**src/rtl/calc_engine.sv**
```systemverilog
// Pocket-calculator engine: edge-detected key commands, accumulator/entry datapath,
// single-cycle add/sub/mul and an iterative restoring divider. Optional CALC_SAT_EN saturates overflows.
module calc_engine #(
    parameter int WIDTH      = 32,
    parameter int MAX_DIGITS = 9
) (
    input  logic                    clk,
    input  logic                    rst,
    input  logic                    i_pwr,
    input  logic                    i_clr,
    input  logic                    i_neg,
    input  logic                    i_eq,
    input  logic                    i_digit_req,
    input  logic [3:0]              i_digit,
    input  logic                    i_op_req,
    input  logic [1:0]              i_op,
    output logic signed [WIDTH-1:0] o_display,
    output logic                    o_busy,
    output logic                    o_err,
    output logic                    o_ovf,
    output logic [2:0]              o_state
);

    typedef enum logic [2:0] {
        S_OFF   = 3'd0,
        S_CLEAR = 3'd1,
        S_ENTRY = 3'd2,
        S_EXEC  = 3'd3,
        S_ERROR = 3'd4
    } state_t;

    localparam logic [1:0] OP_ADD = 2'd0;
    localparam logic [1:0] OP_SUB = 2'd1;
    localparam logic [1:0] OP_MUL = 2'd2;
    localparam logic [1:0] OP_DIV = 2'd3;

    localparam int CW = $clog2(WIDTH + 2);
    localparam int DW = $clog2(MAX_DIGITS + 1);
    localparam logic [CW-1:0]           DIV_LAST = CW'(WIDTH);
    localparam logic [DW-1:0]           DMAX     = DW'(MAX_DIGITS);
    localparam logic signed [WIDTH-1:0] TEN      = WIDTH'(10);

    state_t r_state;
    state_t w_next;

    logic r_clr_q, r_neg_q, r_eq_q, r_dig_q, r_op_q;
    logic w_clr_e, w_neg_e, w_eq_e, w_dig_e, w_op_e;
    logic w_ev_exec, w_ev_neg, w_ev_dig;

    logic signed [WIDTH-1:0] r_acc, r_entry, r_display;
    logic [DW-1:0]           r_count;
    logic [1:0]              r_pop, r_exec_op, r_new_op;
    logic                    r_fresh, r_new_fresh, r_ovf;
    logic [CW-1:0]           r_cnt;
    logic [WIDTH-1:0]        r_rem, r_quo;

    // Commands fire only on the cycle the key first reads high.
    assign w_clr_e = i_clr & ~r_clr_q;
    assign w_neg_e = i_neg & ~r_neg_q;
    assign w_eq_e  = i_eq & ~r_eq_q;
    assign w_dig_e = i_digit_req & ~r_dig_q;
    assign w_op_e  = i_op_req & ~r_op_q;

    assign w_ev_exec = ~w_clr_e & (w_eq_e | w_op_e);
    assign w_ev_neg  = ~w_clr_e & ~w_eq_e & ~w_op_e & w_neg_e;
    assign w_ev_dig  = ~w_clr_e & ~w_eq_e & ~w_op_e & ~w_neg_e & w_dig_e;

    logic signed [WIDTH-1:0] w_dig_ext, w_entry_x10, w_entry_dig, w_entry_neg;
    logic                    w_dig_ok;

    assign w_dig_ext   = {{(WIDTH-4){1'b0}}, i_digit};
    assign w_entry_x10 = r_entry * TEN;
    assign w_entry_dig = r_entry[WIDTH-1] ? (w_entry_x10 - w_dig_ext) : (w_entry_x10 + w_dig_ext);
    assign w_entry_neg = -r_entry;
    assign w_dig_ok    = (i_digit <= 4'd9) && (r_count < DMAX);

    // Add/sub/mul are evaluated at double width so overflow is visible in the upper bits.
    logic signed [2*WIDTH-1:0] w_a_ext, w_b_ext, w_fast_wide;
    logic [WIDTH:0]            w_fast_hi;
    logic                      w_fast_ovf;

    assign w_a_ext = {{WIDTH{r_acc[WIDTH-1]}}, r_acc};
    assign w_b_ext = {{WIDTH{r_entry[WIDTH-1]}}, r_entry};

    always_comb begin
        w_fast_wide = '0;
        case (r_exec_op)
            OP_ADD:  w_fast_wide = w_a_ext + w_b_ext;
            OP_SUB:  w_fast_wide = w_a_ext - w_b_ext;
            OP_MUL:  w_fast_wide = w_a_ext * w_b_ext;
            default: w_fast_wide = '0;
        endcase
    end

    assign w_fast_hi  = w_fast_wide[2*WIDTH-1:WIDTH-1];
    assign w_fast_ovf = ~((&w_fast_hi) | ~(|w_fast_hi));

    // Restoring division on magnitudes; one quotient bit per EXEC cycle after a load cycle.
    logic [WIDTH-1:0] w_acc_mag, w_ent_mag, w_quo_nx, w_rem_nx;
    logic [WIDTH:0]   w_rem_sh, w_sub, w_div_mag, w_div_res;
    logic             w_ge, w_qneg, w_div_ovf;

    assign w_acc_mag = r_acc[WIDTH-1] ? ($unsigned(~r_acc) + 1'b1) : $unsigned(r_acc);
    assign w_ent_mag = r_entry[WIDTH-1] ? ($unsigned(~r_entry) + 1'b1) : $unsigned(r_entry);
    assign w_qneg    = r_acc[WIDTH-1] ^ r_entry[WIDTH-1];
    assign w_rem_sh  = {r_rem, r_quo[WIDTH-1]};
    assign w_sub     = w_rem_sh - {1'b0, w_ent_mag};
    assign w_ge      = ~w_sub[WIDTH];
    assign w_quo_nx  = {r_quo[WIDTH-2:0], w_ge};
    assign w_rem_nx  = w_ge ? w_sub[WIDTH-1:0] : w_rem_sh[WIDTH-1:0];
    assign w_div_mag = {1'b0, w_quo_nx};
    assign w_div_res = w_qneg ? (~w_div_mag + 1'b1) : w_div_mag;
    assign w_div_ovf = w_div_res[WIDTH] ^ w_div_res[WIDTH-1];

    logic                    w_is_div, w_div_zero, w_exec_last, w_ovf, w_res_neg;
    logic                    w_fail, w_sat_hit;
    logic signed [WIDTH-1:0] w_trunc, w_result;

    assign w_is_div    = (r_exec_op == OP_DIV);
    assign w_div_zero  = w_is_div && (r_cnt == '0) && (r_entry == '0);
    assign w_exec_last = w_is_div ? (r_cnt == DIV_LAST) : 1'b1;
    assign w_ovf       = w_is_div ? w_div_ovf : w_fast_ovf;
    assign w_res_neg   = w_is_div ? w_div_res[WIDTH] : w_fast_wide[2*WIDTH-1];
    assign w_trunc     = w_is_div ? w_div_res[WIDTH-1:0] : w_fast_wide[WIDTH-1:0];

`ifdef CALC_SAT_EN
    logic signed [WIDTH-1:0] w_sat_val;
    assign w_sat_val = w_res_neg ? {1'b1, {(WIDTH-1){1'b0}}} : {1'b0, {(WIDTH-1){1'b1}}};
    assign w_fail    = w_div_zero;
    assign w_sat_hit = w_exec_last & w_ovf;
    assign w_result  = w_ovf ? w_sat_val : w_trunc;
`else
    logic w_unused;
    assign w_unused  = w_res_neg;
    assign w_fail    = w_div_zero | (w_exec_last & w_ovf);
    assign w_sat_hit = 1'b0;
    assign w_result  = w_trunc;
`endif

    always_ff @(posedge clk) begin
        if (rst) r_state <= S_OFF;
        else     r_state <= w_next;
    end

    always_comb begin
        w_next = r_state;
        case (r_state)
            S_OFF:   if (i_pwr) w_next = S_CLEAR;
            S_CLEAR: w_next = S_ENTRY;
            S_ENTRY: begin
                if (w_clr_e)        w_next = S_CLEAR;
                else if (w_ev_exec) w_next = S_EXEC;
            end
            S_EXEC: begin
                if (w_fail)           w_next = S_ERROR;
                else if (w_exec_last) w_next = S_ENTRY;
            end
            S_ERROR: if (w_clr_e) w_next = S_CLEAR;
            default: w_next = S_OFF;
        endcase
        if (!i_pwr) w_next = S_OFF;
    end

    always_ff @(posedge clk) begin
        if (rst) begin
            r_clr_q     <= 1'b0;
            r_neg_q     <= 1'b0;
            r_eq_q      <= 1'b0;
            r_dig_q     <= 1'b0;
            r_op_q      <= 1'b0;
            r_acc       <= '0;
            r_entry     <= '0;
            r_display   <= '0;
            r_count     <= '0;
            r_pop       <= OP_ADD;
            r_exec_op   <= OP_ADD;
            r_new_op    <= OP_ADD;
            r_fresh     <= 1'b0;
            r_new_fresh <= 1'b0;
            r_ovf       <= 1'b0;
            r_cnt       <= '0;
            r_rem       <= '0;
            r_quo       <= '0;
        end else begin
            r_clr_q <= i_clr;
            r_neg_q <= i_neg;
            r_eq_q  <= i_eq;
            r_dig_q <= i_digit_req;
            r_op_q  <= i_op_req;
            if (!i_pwr) begin
                r_display <= '0;
                r_ovf     <= 1'b0;
            end else begin
                case (r_state)
                    S_OFF: begin
                        r_display <= '0;
                        r_ovf     <= 1'b0;
                    end
                    S_CLEAR: begin
                        r_acc     <= '0;
                        r_entry   <= '0;
                        r_count   <= '0;
                        r_pop     <= OP_ADD;
                        r_fresh   <= 1'b0;
                        r_display <= '0;
                        r_ovf     <= 1'b0;
                    end
                    S_ENTRY: begin
                        if (w_ev_exec) begin
                            r_exec_op   <= r_pop;
                            r_new_op    <= w_eq_e ? OP_ADD : i_op;
                            r_new_fresh <= w_eq_e;
                            r_cnt       <= '0;
                        end else if (w_ev_neg) begin
                            r_entry   <= w_entry_neg;
                            r_display <= w_entry_neg;
                        end else if (w_ev_dig && w_dig_ok) begin
                            // First digit after '=' starts a new chain.
                            if (r_fresh) begin
                                r_acc   <= '0;
                                r_pop   <= OP_ADD;
                                r_fresh <= 1'b0;
                            end
                            r_entry   <= w_entry_dig;
                            r_count   <= r_count + 1'b1;
                            r_display <= w_entry_dig;
                        end
                    end
                    S_EXEC: begin
                        r_cnt <= r_cnt + 1'b1;
                        if (r_cnt == '0) begin
                            r_rem <= '0;
                            r_quo <= w_acc_mag;
                        end else begin
                            r_rem <= w_rem_nx;
                            r_quo <= w_quo_nx;
                        end
                        if (w_fail) begin
                            r_display <= '0;
                        end else if (w_exec_last) begin
                            r_acc     <= w_result;
                            r_display <= w_result;
                            r_entry   <= '0;
                            r_count   <= '0;
                            r_pop     <= r_new_op;
                            r_fresh   <= r_new_fresh;
                            if (w_sat_hit) r_ovf <= 1'b1;
                        end
                    end
                    S_ERROR: r_display <= '0;
                    default: r_display <= '0;
                endcase
            end
        end
    end

    assign o_display = r_display;
    assign o_busy    = (r_state == S_EXEC);
    assign o_err     = (r_state == S_ERROR);
    assign o_ovf     = r_ovf;
    assign o_state   = r_state;

endmodule

```
**config.mk**
```make
export PLATFORM = sky130hd
export DESIGN_NAME = calc_engine
export DESIGN_NICKNAME = d
export VERILOG_FILES = /design/src/rtl/calc_engine.sv
export SDC_FILE = /design/constraint.sdc
export NUM_CORES = 2
export LEC_CHECK = 0
export BUFFER_PORTS_ARGS = -buffer_cell sky130_fd_sc_hd__buf_2
export CAP_MARGIN = 0
export CORE_ASPECT_RATIO = 0.9
export CORE_MARGIN = 2
export CORE_UTILIZATION = 50
export DETAILED_ROUTE_END_ITERATION = 8
export GPL_TIMING_DRIVEN = 0
export PLACE_DENSITY = 0.65
export SLEW_MARGIN = 40
export SYNTH_ARGS = -nofsm -noshare
export SYNTH_HDL_FRONTEND = slang
export SYNTH_SLANG_ARGS = --single-unit
```
**constraint.sdc**
```tcl
create_clock -name clk -period 11.9 [get_ports clk]
set_input_delay 0.595 -clock clk [delete_from_list [all_inputs] [get_ports clk]]
set_output_delay 0.595 -clock clk [all_outputs]
set_load 0.05 [all_outputs]
```
==> summary.md <==
| Metric | Value |
|---|---|
| Max-slew violations | 0 |
| Data required time at the worst endpoint | 12.25 ns |
| Largest area contributor in the synthesized netlist | fa_1 |
| Worst Max-Slew Pin Slew | 1.042 ns |
| Synth Area in Adders | 48.26% |
| Clk root buf | clkbuf_16 |
| Post-synth ARST share | 0% |
| Die Area | 111,100 um^2 |
| Starting Density | 50.47% |
| Area growth from synthesis to layout | 5.750% |
| Vias | 49,100 |
| Hold Crit Start | i_digit_req |
| Die W | 351.1 um |
| Slew HR | 30.56% |
| Maximum VDD drop | 0.00008359 V |
| Worst skew pair latency | 0.49 ns |
| Clock-pin slew on the worst setup and hold paths | 0.08 ns |
| PortBufs | 50 |
| Post-synth EDFFs | 0 |
| Area contributors post-synth | fa_1, ha_1, dfxtp_1 |
| Worst r2r dst | r_acc[31] |
| Sequential power share | 45.4% |
| CTS Sinks | 186 |
| Vias in the first global route | 48,730 |
| Setup violators final | 26 |
| Mux contribution to synthesized area | 0.6140% |
| Seq/Total Area, Yosys | 6.869% |
| Setup ws final | -0.2386 ns |
| Fmax | 82.38 MHz |
| CP Capture Type | flip-flop |
| Drc violations | 0 |
| Final HPWL DP | 199,900 um |
| YS warnings | 0 |
| First-pass GRT wire length | 340,300 um |
| Post-synth cell types | 109 |
| Post-DRT Antenna Nets | 0 |
| Hold path endpoint | r_dig_q |
| Largest family of logic cells by synthesized area | adder cells |
| Final nets | 7,826 |
| Post-synthesis compound-gate area fraction | 12.62% |
| Synthesized area | 54,210 um^2 |
| Routability-driven placement congestion ratio | 1.062 |
| Buf/Inv on CP | 7 |
| Vias per cell | 6.259 |
| Sw Share | 30.51% |
| Syn_nets | 7,753 |
| Clk pwr share | 44.4% |
| Synth Instances | 6,301 |
| Layout cell share with drive strength beyond 1 | 5.041% |
| Max Root-Sink Buffers | 2 |
| Rows | 114 |
| Wire per inst | 30.15 um |
| Status | finished with violations |
| Synth Area in XOR/XNOR | 4.667% |
| Endpoints failing hold | 0 |
| Hold Path Class | in2reg |
| Worst path most repeated cell | fa_1 |
| CP delay by family, top | adder cells |
| Reg-to-reg critical path startpoint | r_entry[2] |
| Post-synthesis simple-gate area fraction | 18.20% |
| GRT Overall Usage | 43.27% |
| Final design utilization | 53.37% |
| Peak per-stage delay on the critical path | 0.64 ns |
| Routed WL | 236,600 um |
| Leakage power | 21.93 nW |
| Net Switching | 0.4207 mW |
| CORE AREA | 107,400 um^2 |
| Syn Area/Cell | 8.603 um^2 |
| Die height | 316.4 um |
| Dpl cell area | 56,490 um^2 |
| Final period util | 102.0% |
| Worst Setup Start Kind | flip-flop |
| Layout Skew | 0.01788 ns |
| Most used DFF post-synth | dfxtp_1 |
| Layout fillers | 10,370 |
| Final hold slack | 0.3368 ns |
| Critical path class | reg2reg |
| Final instance area | 57,320 um^2 |
| CP arrival | 12.49 ns |
| Power Internal | 0.9582 mW |
| Gr ovfl total | 0 |
| CP max FO | 10 |
| Total power | 1.379 mW |
| Yosys top cell area share | 40.18% |
| R2R Setup Slk | -0.24 ns |
| Total CTS buffers | 17 |
| Initial antenna violation count | 14 |
| Tmin final | 12.14 ns |
| Initial drt markers | 6,764 |
| I/O pin total | 52 |
| Drt first pass iters | 9 |
| Pin count of the biggest net entering global routing | 24 |
| H-tree lvl count | 4 |
| CTS tree | yes |
| #FFs+latches synth | 186 |
| R2R cell count | 31 |
| Hold path depth | 2 |
| Slowest stage cell, crit path | dfxtp_1 |
| RSZ-0062 raised after global routing | yes |
| P per Cell Area | 24.05 nW/um^2 |
| Max cap viols | 0 |
| Failing checks | negative setup slack |
| Combinational fraction of design power | 10.2% |
-- registers in the layout, indices dropped and copies added, names as in the netlist, 3 cells and up --
signal,cells
o_state,3
r_count,4
r_acc,32
r_entry,32
r_rem,32
r_cnt,6
o_display,32
r_quo,32
-- cells in the final DEF, fill, tap and decap left out, types with 178 or more instances in the layout --
cell         n
fa_1      1085
ha_1       350
dfxtp_1    178
a21oi_1    336
o21ai_0    208
and2_1     383
nor2_1     365
nand2_1    803
inv_1      831
clkbuf_1   253
-- final cells by class --
cell class,count,area [um^2],area share (%)
repair buffers,57,320.3,0.5588
clock buffers,19,442.9,0.7727
flip-flops and latches,186,3734,6.513
multi-input cells,4868,45960,80.17
inverters,847,3198,5.579
plain buffers,397,1703,2.971
well taps,1450,1814,3.165
diodes,8,20.02,0.03492
clock inverters,13,132.6,0.2314
-- power groups by stage --
| stage | Clock [mW] | Combinational, mW | Sequential, mW |
|---|---|---|---|
| 6_report | 0.612 | 0.141 | 0.625 |
| 5_1_grt | 0.633 | 0.145 | 0.626 |
| 4_1_cts | 0.608 | 0.132 | 0.625 |
| 3_5_place_dp | 0 | 0.131 | 0.640 |
| 3_3_place_gp | 0 | 0.131 | 0.640 |
| 2_1_floorplan | 0 | 0.0769 | 0.640 |
-- Yosys cell counts, types with 9 or more instances --
| library cell | n |
|---|---|
| xnor2_1 | 176 |
| nand2b_1 | 67 |
| o22ai_1 | 14 |
| fa_1 | 1088 |
| a31oi_1 | 25 |
| nand3b_1 | 17 |
| or3_1 | 30 |
| a211oi_1 | 60 |
| a211o_1 | 11 |
| and2_1 | 382 |
| ha_1 | 350 |
| nor2b_1 | 30 |
| or4_1 | 24 |
| a21o_1 | 57 |
| clkinv_1 | 9 |
| o21a_1 | 28 |
| a21oi_1 | 337 |
| dfxtp_1 | 186 |
| mux2i_1 | 16 |
| nor4_1 | 34 |
| o21ai_0 | 209 |
| nor2_1 | 369 |
| nor3_1 | 73 |
| and3_1 | 23 |
| o211ai_1 | 24 |
| xor2_1 | 111 |
| inv_1 | 837 |
| o21ai_1 | 39 |
| nand3_1 | 90 |
| buf_1 | 36 |
| nand2_1 | 803 |
| o31ai_1 | 35 |
| nand4_1 | 57 |
| a22oi_1 | 30 |
| a22o_1 | 32 |
| clkbuf_1 | 342 |
| buf_2 | 13 |
| o21bai_1 | 27 |
-- how the worst max path moves through the flow --
stage / startpoint / end / slack [ns] / cells after the start
final: r_entry[2] / r_acc[31] / -0.24 / 31
after detailed placement: r_acc[31] / r_acc[31] / -1.27 / 35
after CTS: r_acc[31] / r_acc[31] / 0.05 / 36
after global placement: r_acc[31] / r_acc[31] / -1.97 / 36
after global routing: r_entry[15] / r_acc[31] / -0.09 / 31
after floorplan: r_acc[31] / o_display[27] / 2.32 / 35
-- metrics by stage --
step	TNS (ns)	cells	worst slack, ns
3_5_place_dp	-95.60	7803	-1.271
4_1_cts	0	7836	0.05182
2_1_floorplan	0	6301	2.317
3_3_place_gp	-166.76	7801	-1.973
5_1_grt	-0.09448	7839	-0.09196
6_report	-2.834	7845	-0.2386
-- metal layers --
layer | wire [um] | part of all wire, % | track usage (%) | vias to the layer above
met3 | 35690 | 15 | 16.86 | 632
met1 | 92700 | 39 | 59.01 | 24740
li1 | - | - | - | 20380
met4 | 15480 | 6.5 | 22.51 | 10
met5 | 115 | 0.049 | 0.2126 | -
met2 | 92570 | 39 | 59.19 | 3343
-- cells by family after synthesis --
kind of cell / Yosys count
XOR/XNOR: 288
flip-flops: 186
buffers and inverters: 1247
multiplexers: 28
AO/OA/AOI/OAI: 1063
other: 1
adder cells (fa/ha/maj): 1438
AND/OR/NAND/NOR: 2050
-- what timing repair did --
item,4_1_cts,5_1_grt
setup buffers,1,0
gates resized for setup,46,55
pin swaps,0,0
hold buffers,0,0
endpoints found under the setup margin,105,97
Power figures use the tool's default switching activity.
